<file path="config.mk">
export PLATFORM = sky130hd
export DESIGN_NAME = switch_char_entry
export DESIGN_NICKNAME = d
export VERILOG_FILES = /design/src/rtl/switch_char_entry.sv
export SDC_FILE = /design/constraint.sdc
export NUM_CORES = 1
export LEC_CHECK = 0
export CAP_MARGIN = 20
export CELL_PAD_IN_SITES_DETAIL_PLACEMENT = 1
export CELL_PAD_IN_SITES_GLOBAL_PLACEMENT = 1
export CORE_MARGIN = 4
export CORE_UTILIZATION = 50
export CTS_BUF_LIST = sky130_fd_sc_hd__clkbuf_4 sky130_fd_sc_hd__clkbuf_8
export DETAILED_ROUTE_END_ITERATION = 10
export PLACE_DENSITY_LB_ADDON = 0.1
export SLEW_MARGIN = 20
export SYNTH_ARGS = -nofsm -noshare
export SYNTH_HDL_FRONTEND = slang
export SYNTH_SLANG_ARGS = --single-unit
</file>
<file path="constraint.sdc">
create_clock -name clk -period 3.5 [get_ports clk]
set_clock_uncertainty 0.05 [all_clocks]
set_input_delay 0.7 -clock clk [delete_from_list [all_inputs] [get_ports clk]]
set_output_delay 0.7 -clock clk [all_outputs]
set_load 0.02 [all_outputs]
</file>
<file path="src/rtl/switch_char_entry.sv">
// -----------------------------------------------------------------------------
// switch_char_entry
//   Character entry front end: a bank of switches supplies a character value,
//   a bouncy confirm button enters it into a small show-ahead FIFO and a bouncy
//   delete button removes the newest unread character.
//
// Ports
//   clk            : single clock, rising edge
//   reset          : asynchronous, active-low reset
//   switches       : raw character value (DATA_W bits)
//   confirm_button : raw push button, a debounced press enters a character
//   delete_button  : raw push button, a debounced press removes the newest one
//   out_data       : oldest buffered character (0 while nothing is buffered)
//   out_valid      : out_data holds a buffered character
//   out_ready      : consumer accepts out_data when out_valid is 1
//   count          : number of buffered characters, 0..DEPTH
//   full / empty   : count==DEPTH / count==0
//   overflow       : sticky, set when a confirm is dropped on a full buffer
// -----------------------------------------------------------------------------
module switch_char_entry #(
  parameter int DATA_W          = 8,
  parameter int DEPTH           = 4,
  parameter int DEBOUNCE_CYCLES = 16
) (
  input  logic                     clk,
  input  logic                     reset,
  input  logic [DATA_W-1:0]        switches,
  input  logic                     confirm_button,
  input  logic                     delete_button,
  output logic [DATA_W-1:0]        out_data,
  output logic                     out_valid,
  input  logic                     out_ready,
  output logic [$clog2(DEPTH):0]   count,
  output logic                     full,
  output logic                     empty,
  output logic                     overflow
);

  localparam int AW  = $clog2(DEPTH);
  localparam int CW  = AW + 1;
  localparam int DBW = $clog2(DEBOUNCE_CYCLES + 1);
  localparam logic [CW-1:0]  DEPTH_C = CW'(DEPTH);
  localparam logic [DBW-1:0] DB_LAST = DBW'(DEBOUNCE_CYCLES - 1);

  // Button index 0 is confirm, index 1 is delete.
  logic [DATA_W-1:0] r_sw_s1;
  logic [DATA_W-1:0] r_sw_s2;
  logic [1:0]        r_btn_s1;
  logic [1:0]        r_btn_s2;
  logic [1:0]        r_warm;
  logic [DBW-1:0]    r_db_cnt [2];
  logic [1:0]        r_db_lvl;
  logic [1:0]        r_db_prev;
  logic [1:0]        r_armed;

  logic [DATA_W-1:0] r_mem [DEPTH];
  logic [AW-1:0]     r_head;
  logic [AW-1:0]     r_tail;
  logic [CW-1:0]     r_count;
  logic [DATA_W-1:0] r_out_data;
  logic              r_out_valid;
  logic              r_full;
  logic              r_empty;
  logic              r_overflow;

  logic [1:0]        w_evt;
  logic              w_pop;
  logic              w_del;
  logic              w_push;
  logic              w_ovf_set;
  logic [AW-1:0]     w_head_n;
  logic [AW-1:0]     w_tail_n;
  logic [CW-1:0]     w_cnt_n;
  logic [DATA_W-1:0] w_data_n;

  // Two-flop synchronizers for all raw inputs, plus a warm-up marker that
  // tells when the synchronizer outputs reflect post-reset input levels.
  always_ff @(posedge clk or negedge reset) begin
    if (!reset) begin
      r_sw_s1  <= '0;
      r_sw_s2  <= '0;
      r_btn_s1 <= 2'b00;
      r_btn_s2 <= 2'b00;
      r_warm   <= 2'b00;
    end else begin
      r_sw_s1  <= switches;
      r_sw_s2  <= r_sw_s1;
      r_btn_s1 <= {delete_button, confirm_button};
      r_btn_s2 <= r_btn_s1;
      r_warm   <= {r_warm[0], 1'b1};
    end
  end

  // Per-button debouncer and arming. A button is armed only after it has been
  // seen released once reset is over, so a button held through reset release
  // cannot produce a press event until it is released and pressed again.
  always_ff @(posedge clk or negedge reset) begin
    if (!reset) begin
      for (int i = 0; i < 2; i++) begin
        r_db_cnt[i] <= '0;
      end
      r_db_lvl  <= 2'b00;
      r_db_prev <= 2'b00;
      r_armed   <= 2'b00;
    end else begin
      r_db_prev <= r_db_lvl;
      for (int i = 0; i < 2; i++) begin
        if (r_btn_s2[i] != r_db_lvl[i]) begin
          if (r_db_cnt[i] == DB_LAST) begin
            r_db_lvl[i] <= r_btn_s2[i];
            r_db_cnt[i] <= '0;
          end else begin
            r_db_cnt[i] <= r_db_cnt[i] + DBW'(1);
          end
        end else begin
          r_db_cnt[i] <= '0;
        end
        if (r_warm[1] && !r_btn_s2[i]) begin
          r_armed[i] <= 1'b1;
        end
      end
    end
  end

  // Single-cycle press events on a debounced rising edge.
  assign w_evt = r_db_lvl & ~r_db_prev & r_armed;

  // FIFO control: delete beats confirm, a pop beats a delete of the last entry.
  always_comb begin
    w_pop     = r_out_valid & out_ready;
    w_del     = 1'b0;
    w_push    = 1'b0;
    w_ovf_set = 1'b0;
    w_head_n  = r_head;
    w_tail_n  = r_tail;
    w_data_n  = '0;

    if (w_evt[1] && !r_empty && !((r_count == CW'(1)) && w_pop)) begin
      w_del = 1'b1;
    end else begin
      w_del = 1'b0;
    end

    if (w_evt[0] && !w_del) begin
      if (!r_full || w_pop) begin
        w_push = 1'b1;
      end else begin
        w_ovf_set = 1'b1;
      end
    end else begin
      w_push    = 1'b0;
      w_ovf_set = 1'b0;
    end

    if (w_pop) begin
      w_head_n = r_head + AW'(1);
    end else begin
      w_head_n = r_head;
    end

    case ({w_push, w_del})
      2'b10:   w_tail_n = r_tail + AW'(1);
      2'b01:   w_tail_n = r_tail - AW'(1);
      default: w_tail_n = r_tail;
    endcase

    w_cnt_n = r_count + CW'(w_push) - CW'(w_pop) - CW'(w_del);

    // The slot at the tail is free unless the buffer is full, and a push on a
    // full buffer always comes with a pop, so a write landing on the next head
    // slot is the character that must be shown next.
    if (w_cnt_n == '0) begin
      w_data_n = '0;
    end else if (w_push && (r_tail == w_head_n)) begin
      w_data_n = r_sw_s2;
    end else begin
      w_data_n = r_mem[w_head_n];
    end
  end

  // Character storage; contents are meaningless outside head..tail.
  always_ff @(posedge clk) begin
    if (w_push) begin
      r_mem[r_tail] <= r_sw_s2;
    end
  end

  // Pointers, occupancy and registered status outputs.
  always_ff @(posedge clk or negedge reset) begin
    if (!reset) begin
      r_head      <= '0;
      r_tail      <= '0;
      r_count     <= '0;
      r_out_data  <= '0;
      r_out_valid <= 1'b0;
      r_full      <= 1'b0;
      r_empty     <= 1'b1;
      r_overflow  <= 1'b0;
    end else begin
      r_head      <= w_head_n;
      r_tail      <= w_tail_n;
      r_count     <= w_cnt_n;
      r_out_data  <= w_data_n;
      r_out_valid <= (w_cnt_n != '0);
      r_full      <= (w_cnt_n == DEPTH_C);
      r_empty     <= (w_cnt_n == '0);
      r_overflow  <= r_overflow | w_ovf_set;
    end
  end

  assign out_data  = r_out_data;
  assign out_valid = r_out_valid;
  assign count     = r_count;
  assign full      = r_full;
  assign empty     = r_empty;
  assign overflow  = r_overflow;

endmodule

</file>
==> reports/results.txt <==
post-detailed-route DRC marker count -> 0
ANT cells -> 0
CTS Root Cell -> clkbuf_8
Post-CTS Setup Bufs -> 0
Design Area, Final -> 0.004144 mm2
WS Path Type -> input pin to flip-flop
Area growth, synth to finish -> 17.11%
setup TNS -> 0 ns
Yosys top cell by area -> dfrtp_1
Avg Cell Area, Syn -> 13.88 um2
antenna viol nets, final -> 0
Skew-Pair Late Insertion Delay -> 0.35 ns
final worst slack -> 0.3257 ns
PD cells -> 710.4 mW/mm2
Post-DP HPWL -> 4932 um
FF+latch area -> 0.002389 mm2
fraction of the yosys area taken by sequential cells -> 0.6750
clk buf depth -> 2
area of the multi-input gates -> 0.001064 mm2
first-pass GRT wire length -> 12740 um
Worst Path Max Fanout -> 9
GR Overflow Total -> 0
Slew Limit Fails -> 0
Rows -> 30
FF+latch count, synth -> 89
DRT Pass-1 Iters -> 4
instance area at placement -> 0.003920 mm2
post-route clock period utilization -> 0.9069
Fmax -> 315.0 MHz
Vias/cell -> 5.672
Boundary Pins -> 28
Initial Util -> 0.5179
Hold/Removal Path Class -> flip-flop to flip-flop
full die area -> 0.008487 mm2
Ys Warns -> 0
RSZ-0062 raised after global routing -> false
Total GRT Usage -> 0.1998
Final Hold Vio Count -> 0
final hold slack -> 0.3037 ns
largest net degree at the start of global routing -> 58
Data arrival, critical path -> 3.40 ns
# setup viols final -> 0
initial drt markers -> 165
drt wl/cell -> 20.19 um
Die Span Y -> 92.13 um
crit start category -> input pin
Least-Margin Pin Slew -> 0.8484 ns
# fillers -> 685
share of layout cells above drive strength 1 -> 0.1224
vias in the first global route -> 2408
slew margin rel. -> 0.4344
initial antenna violation count -> 0
top cells by area, synth -> dfrtp_1 (40%), edfxtp_1 (27%), and3_1 (3.5%)
cell count after synthesis -> 255
CP required -> 3.73 ns
post-cts gate resize count -> 0
post-place setup slack -> -0.007311 ns
CP Capture Type -> flip-flop
GPL Wtd Cong -> 0.7430
# hold bufs at CTS -> 0
Clock Pin Slew Worst Setup and Hold Paths -> 0.09 ns
CTS sink count -> 89
status -> finished clean
chip width -> 92.13 um
total CTS buffers -> 9
Synth top area share -> 0.3960
htree depth -> 3
Routed WL -> 7876 um
Yosys cell types -> 37
Port Buffers -> 27
Total Nets Final -> 308
fin crit period -> 3.174 ns
clock tree from TritonCTS -> built
R2R Setup Slk -> 0.45 ns
leakage power -> 0.001729 uW
via count -> 2212
core footprint -> 0.006832 mm2
Syn Nets -> 274
Synth Cell Area -> 0.003538 mm2
max-cap violation count -> 0
VDD IR max -> 0.3087 mV
## cells in the final DEF (no fill, tap or decap), types with 3 or more instances in the layout
| cell type | count |
|---|---|
| a221oi_1 | 14 |
| o21a_1 | 7 |
| mux2_2 | 8 |
| and3_1 | 20 |
| nor2_1 | 12 |
| inv_1 | 8 |
| buf_4 | 7 |
| nand2_1 | 4 |
| nor3b_1 | 4 |
| edfxtp_1 | 32 |
| dfrtp_1 | 56 |
| a21oi_1 | 9 |
| nor3_1 | 3 |
| nand3_1 | 4 |
| xnor2_1 | 8 |
| clkdlybuf4s50_1 | 26 |
| ha_1 | 6 |
| clkbuf_8 | 9 |
| o21ai_0 | 18 |
| and2_1 | 4 |
| xor2_1 | 6 |
## report_power, final
group,internal (uW),leakage (uW),total (uW),switching (uW)
logic,391,0.000648,813,422
registers,1190,0.000971,1340,151
clock network,410,0.000110,790,380
total,1990,0.00173,2940,953
## final cells by class
class                      count  area share
multi-input combinational    147      0.2566
clock buffer                   9     0.02989
tap                           96     0.02899
inverter                       8    0.007246
timing repair buffer          34     0.07669
clock inverter                 7     0.02415
sequential                    89      0.5764
## flip-flops by register name, indices dropped and copies added (netlist names)
register   cells
r_btn_s2       2
out_valid      1
r_head         2
r_sw_s1        8
full           1
r_sw_s2        8
r_mem         32
empty          1
count          3
r_db_lvl       2
out_data       8
r_tail         2
r_armed        2
r_db_prev      2
r_btn_s1       2
overflow       1
r_db_cnt      10
r_warm         2
## per-stage QoR
| step | std cells | total power [uW] | util |
|---|---|---|---|
| 6_report | 390 | 2944 | 0.6066 |
| 5_1_grt | 390 | 3102 | 0.6066 |
| 4_1_cts | 390 | 2963 | 0.6066 |
| 3_5_place_dp | 374 | 2165 | 0.5738 |
| 3_3_place_gp | 374 | 2134 | 0.5738 |
| 2_1_floorplan | 255 | 1845 | - |
## Yosys cell counts, drive strengths merged
cell     instances
mux2i            2
or2              1
xor2             6
o21a             7
nand3            4
o22ai            1
nand2            4
a21oi            9
inv              8
o31ai            2
nor3             3
edfxtp          32
nor4bb           1
nor2            12
o21ai           19
and3            20
buf              7
mux2             8
conb             1
a21o             2
o2111ai          1
a31o             1
dfstp            1
dfrtp           56
a221oi          14
nand4bb          1
ha               6
nor3b            4
nand4b           2
clkbuf           4
and2             4
o211a            2
and3b            2
xnor2            8
## kinds of logic after synthesis
group                      Yosys count  share of synthesized area
buffers and inverters               19                    0.02440
AOI/OAI and AO/OA                   58                     0.1135
adders and majority gates            6                    0.02122
DFF                                 89                     0.6750
muxes                               10                    0.03465
other                                1                   0.001060
and+or+nand+nor                     58                    0.09547
xor gates and xnor gates            14                    0.03465
## critical path: stages
cell,delay [ns]
clkdlybuf4s50_1,0.52
and2_1,0.19
nor2_1,0.08
nor2_1,0.14
ha_1,0.15
nor2_1,0.04
ha_1,0.27
inv_1,0.04
ha_1,0.19
xnor2_1,0.13
xnor2_1,0.22
nor3_1,0.11
inv_1,0.26
o21ai_0,0.18
a21oi_1,0.16
## final timing paths
| path | start | endpoint | cells past startpoint |
|---|---|---|---|
| worst min-delay path | r_warm[0]$_DFF_PN0_ | r_warm[1]$_DFF_PN0_ | 0 |
| min in group asynchronous | reset | count[1]$_DFF_PN0_ | 2 |
| max in group asynchronous | reset | r_sw_s2[2]$_DFF_PN0_ | 2 |
| worst max register to register | r_armed[1]$_DFFE_PN0P_ | out_data[1]$_DFF_PN0_ | 14 |
| worst max-delay path | out_ready | out_data[1]$_DFF_PN0_ | 15 |
| worst min register to register | r_warm[0]$_DFF_PN0_ | r_warm[1]$_DFF_PN0_ | 0 |
## routing by layer
layer | share of wire | track usage
met3 | 0.027 | 0.03692
met5 | 0 | 0
met1 | 0.45 | 0.2603
met4 | 0.021 | 0.08540
met2 | 0.50 | 0.3285
(Power assumes the default switching activity.)
